**src/rtl/regbus_ctrl_if.sv**
```systemverilog
// regbus_ctrl_if: control bundle between the instruction source/datapath and regbus_ctrl
// RUN/IR_IN in (start strobe, instruction word); SEL/RIN/WSRC/AIN/GIN/ADDSUB out (bus mux, reg enables, ALU control); BUSY/DONE out (status)
interface regbus_ctrl_if #(parameter int IW = 9, parameter int NREG = 7);
  logic            RUN;
  logic [IW-1:0]   IR_IN;
  logic [2:0]      SEL;
  logic [NREG-1:0] RIN;
  logic            WSRC;
  logic            AIN;
  logic            GIN;
  logic            ADDSUB;
  logic            BUSY;
  logic            DONE;
  modport master (output RUN, IR_IN, input SEL, RIN, WSRC, AIN, GIN, ADDSUB, BUSY, DONE);
  modport slave (input RUN, IR_IN, output SEL, RIN, WSRC, AIN, GIN, ADDSUB, BUSY, DONE);
endinterface

```
**src/rtl/regbus_ctrl.sv**
```systemverilog
// regbus_ctrl: FSM sequencing bus select, register enables and ALU latches for mv/mvi/add/sub
// CLK/RST: clock and sync active-high reset; bus: regbus_ctrl_if slave (RUN, IR_IN in; SEL, RIN, WSRC, AIN, GIN, ADDSUB, BUSY, DONE out)
module regbus_ctrl #(
  parameter int IW = 9,
  parameter int NREG = 7
) (
  input logic         CLK,
  input logic         RST,
  regbus_ctrl_if.slave bus
);
  typedef enum logic [1:0] {IDLE, T1, T2, T3} state_t;
  state_t state_q, state_d;
  logic [IW-1:0] ir_q, ir_d;
  logic [2:0] op, x, y;
  logic [NREG:0] oh;
  logic [NREG-1:0] rin;
  logic ain, gin, done;
  assign op = ir_q[8:6];
  assign x = ir_q[5:3];
  assign y = ir_q[2:0];
  // bit 0 of the shifted vector stands for R0 and is dropped, so X = 0 writes nothing
  assign oh = {{NREG{1'b0}}, 1'b1} << x;
  always_ff @(posedge CLK) begin
    if (RST) begin
      state_q <= IDLE;
      ir_q <= '0;
    end else begin
      state_q <= state_d;
      ir_q <= ir_d;
    end
  end
  always_comb begin
    state_d = IDLE;
    ir_d = ir_q;
    bus.SEL = 3'd0;
    rin = '0;
    bus.WSRC = 1'b0;
    ain = 1'b0;
    gin = 1'b0;
    bus.ADDSUB = 1'b0;
    done = 1'b0;
    case (state_q)
      IDLE: begin
        state_d = bus.RUN ? T1 : IDLE;
        ir_d = bus.RUN ? bus.IR_IN : ir_q;
      end
      T1: begin
        if (op[2:1] == 2'b01) begin
          bus.SEL = x;
          ain = 1'b1;
          state_d = T2;
        end else begin
          // mv reads Ry, mvi reads the immediate on DIN (select 0)
          bus.SEL = (op == 3'b000) ? y : 3'd0;
          rin = op[2] ? '0 : oh[NREG:1];
          done = 1'b1;
        end
      end
      T2: begin
        bus.SEL = y;
        gin = 1'b1;
        bus.ADDSUB = ir_q[6];
        state_d = T3;
      end
      T3: begin
        bus.WSRC = 1'b1;
        rin = oh[NREG:1];
        done = 1'b1;
      end
      default: state_d = IDLE;
    endcase
  end
  // reset masks every write-side strobe so an aborted instruction leaves no partial update
  assign bus.RIN = RST ? '0 : rin;
  assign bus.AIN = ain & ~RST;
  assign bus.GIN = gin & ~RST;
  assign bus.DONE = done & ~RST;
  assign bus.BUSY = state_q != IDLE;
endmodule

```
**src/flat_wrapper.sv**
```systemverilog
// flat-port wrapper written by rule: the top's interface ports become plain ports
module regbus_ctrl_flat 
#(
  parameter int IW = 9,
  parameter int NREG = 7
)
  (CLK, RST, bus_RUN, bus_IR_IN, bus_SEL, bus_RIN, bus_WSRC, bus_AIN, bus_GIN, bus_ADDSUB, bus_BUSY, bus_DONE);
  regbus_ctrl_if #(.IW(IW), .NREG(NREG)) bus_i ();
  input logic CLK;
  input logic RST;
  input wire logic [$bits(bus_i.RUN)-1:0] bus_RUN;
  input wire logic [$bits(bus_i.IR_IN)-1:0] bus_IR_IN;
  output wire logic [$bits(bus_i.SEL)-1:0] bus_SEL;
  output wire logic [$bits(bus_i.RIN)-1:0] bus_RIN;
  output wire logic [$bits(bus_i.WSRC)-1:0] bus_WSRC;
  output wire logic [$bits(bus_i.AIN)-1:0] bus_AIN;
  output wire logic [$bits(bus_i.GIN)-1:0] bus_GIN;
  output wire logic [$bits(bus_i.ADDSUB)-1:0] bus_ADDSUB;
  output wire logic [$bits(bus_i.BUSY)-1:0] bus_BUSY;
  output wire logic [$bits(bus_i.DONE)-1:0] bus_DONE;
  assign bus_i.RUN = bus_RUN;
  assign bus_i.IR_IN = bus_IR_IN;
  assign bus_SEL = bus_i.SEL;
  assign bus_RIN = bus_i.RIN;
  assign bus_WSRC = bus_i.WSRC;
  assign bus_AIN = bus_i.AIN;
  assign bus_GIN = bus_i.GIN;
  assign bus_ADDSUB = bus_i.ADDSUB;
  assign bus_BUSY = bus_i.BUSY;
  assign bus_DONE = bus_i.DONE;
  regbus_ctrl #(.IW(IW), .NREG(NREG)) u_core (.CLK(CLK), .RST(RST), .bus(bus_i));
endmodule
```
**config.mk**
```make
export PLATFORM = sky130hd
export DESIGN_NAME = regbus_ctrl_flat
export DESIGN_NICKNAME = d
export VERILOG_FILES = /design/src/rtl/regbus_ctrl_if.sv /design/src/rtl/regbus_ctrl.sv /design/src/flat_wrapper.sv
export SDC_FILE = /design/constraint.sdc
export NUM_CORES = 1
export LEC_CHECK = 0
export ABC_AREA = 1
export CORE_UTILIZATION = 30
export DETAILED_ROUTE_END_ITERATION = 10
export PLACE_DENSITY = 0.62
export SLEW_MARGIN = 20
export SYNTH_ARGS = -nofsm -noshare
export SYNTH_HDL_FRONTEND = slang
export SYNTH_SLANG_ARGS = --single-unit
```
**constraint.sdc**
```tcl
create_clock -name CLK -period 3.2 [get_ports CLK]
set_input_delay 0.96 -clock CLK [delete_from_list [all_inputs] [get_ports CLK]]
set_output_delay 0.96 -clock CLK [all_outputs]
set_load 0.01 [all_outputs]
```
==> run_results.csv <==
group,metric,value,unit
status,status,"finished clean",
cts,cts_buffers,3,
cts,path_clk_slew,0.07,ns
grt,grt_overflow,0,
sta,fin_worst_skew,0.00162,ns
cts,cts_tree,"yes",
power,vdd_drop_max,0.000206,V
layout,fin_area,998,um2
floorplan,io_pins,28,
power,total_power,330,uW
grt,grtUsageMet1,0.170,
layout,drive_above_1_share,0.129,
yosys,yosysWarnings,0,
grt,top_usage_layer,"met2",
route,num_vias,703,
cts,cts_root_buf,"clkbuf_4",
critical_path,cp-end-kind,"output port",
place,routabilityCongestion,0.792,
layout,fillCellCount,221,
sta,fin_tns_setup,0,ns
sta,slew_headroom,0.659,
critical_path,arrival,2.02,ns
grt,use_met2,0.226,
floorplan,die_x,49.2,um
cts,cts.sinks,11,
route,wirelength,1.51,mm
cts,clock_path_buffers,2,
grt,antenna_found_initial,0,
route,firstDrtPassIters,4,
sta,worstMarginPinSlew,0.511,ns
hold_path,hold_path_class,"flop to flop",
cts,hold_buffers,0,
route,avgViaCountPerCell,4.42,
power,powerDensity,330,nW/um2
layout,syn_to_final_growth,49.7,%
power,leakage,0.515,nW
place,place_ws,-0.195,ns
sta,postLayoutSetupSlackWorst,0.225,ns
yosys,syn_inst,101,
yosys,seq_area_frac_synth,0.330,
yosys,syn-cell-area,667,um2
cts,clkLatencyLatePin,0.27,ns
route,drcViolationCount,0,
grt,use_met3,0.0187,
grt,grt_pass1_wl,2.57,mm
sta,rsz0062_at_grt,"no",
layout,fin_util,0.494,
job,maxCapViolCount,0,
sta,drv_slew,0,
route,wire_per_inst,9.52,um
route,antenna_left,0,
layout,diodes,0,
layout,fin_nets,149,
place,placedInstanceArea,976,um2
place,port_buffers,27,
yosys,synth_nets,117,
floorplan,die_y,49.2,um
grt,grtUsageTotal,0.135,
sta,period_share,0.930,
grt,grt_start_max_net_pins,16,
layout,mostFrequentLayoutCells,"17 x nor2_1, 17 x nand2_1, 16 x clkdlybuf4s50_1",
sta,finalSetupViolCount,0,
yosys,synth-seq-cells,11,
critical_path,required,2.24,ns
floorplan,rows,16,
place,place_hpwl,1.23,mm
floorplan,start_util,0.330,
critical_path,critical_path.startpoint_type,"flop",
route,initialDrtViolationCount,7,
grt,first_global_vias,630,
floorplan,dieArea,2420,um2
sta,final_hold_viol_count,0,
yosys,ys_types,19,
sta,max_freq,0.336,GHz
critical_path,crit_path_max_fanout,6,
floorplan,fp.coreArea,2020,um2
sta,period_needed,2.98,ns
cts,htreeDepth,1,
critical_path,critical_path_class,"flop to output port",
yosys,avgSynthCellArea,6.60,um2
[critical path, stage by stage (launching register included)]
cell and delay (ns):
dfxtp_1 0.35, inv_1 0.11, ha_2 0.25, inv_2 0.06
nor3_1 0.21, nand2_1 0.08, a21oi_1 0.15, clkdlybuf4s50_1 0.54
[layout make-up]
type                    instances  area (um2)  share of cell area
multi-input cells              72         379               0.380
repair buffers                 29         279               0.279
flip-flops and latches         11         220               0.221
inverters                      16        60.1              0.0602
well taps                      27        33.8              0.0338
clock buffers                   4        26.3              0.0263
[repair_timing]
item / CTS / global route
setup endpoints to repair: 9 / 8
resized for setup: 9 / 3
buffers inserted: 0 / 0
[kinds of logic after synthesis]
group | Yosys count | synth area share
compound gates | 17 | 0.131
flops | 11 | 0.330
buf+inv | 18 | 0.105
fa+ha+maj | 4 | 0.0750
simple gates | 51 | 0.358
[metal layers]
metal / part of all wire / vias to the layer above
li1: - / 383
met3: 0.057 / 2
met5: 0 / -
met1: 0.47 / 292
met4: 0.0093 / 0
met2: 0.46 / 26
[final timing paths]
check | slack [ns] | end | start | cells after the start
max reg2reg | 1.56 | u_core.ir_q[5] | u_core.state_q[1] | 6
min reg2reg | 0.49 | u_core.ir_q[2] | u_core.ir_q[2] | 2
max | 0.22 | bus_SEL[2] | u_core.state_q[1] | 7
min | 0.49 | u_core.ir_q[2] | u_core.ir_q[2] | 2
[state kept, by name, indices dropped and copies added (netlist names)]
| signal | cells |
|---|---|
| u_core.ir_q | 9 |
| u_core.state_q | 2 |
[power by group]
group          internal, mW  total (mW)  switching [mW]
registers             0.149       0.160          0.0113
clock network        0.0482      0.0947          0.0464
logic                0.0345      0.0752          0.0406
total                 0.232       0.330          0.0983
[cells in the mapped netlist]
master,n,area share
nand2_2,1,0.0094
buf_2,2,0.015
nand2_1,17,0.096
o21ai_1,9,0.068
o31ai_1,1,0.011
nor3_1,1,0.0075
dfxtp_1,11,0.33
inv_1,11,0.062
nand3b_4,1,0.030
ha_1,4,0.075
o21ai_0,1,0.0075
nor2_2,5,0.047
a21oi_1,6,0.045
nor2_1,17,0.096
nand4_1,2,0.019
inv_2,4,0.023
nand3_1,6,0.045
clkinv_1,1,0.0056
nor4_1,1,0.0094
[metrics by stage]
| stage | std cells | hold slack, ns |
|---|---|---|
| global placement | 155 | 0.470 |
| floorplan | 101 | 0.455 |
| global route | 159 | 0.532 |
| detailed placement | 155 | 0.474 |
| CTS | 159 | 0.491 |
| finish | 159 | 0.487 |
(Power assumes the default switching activity.)
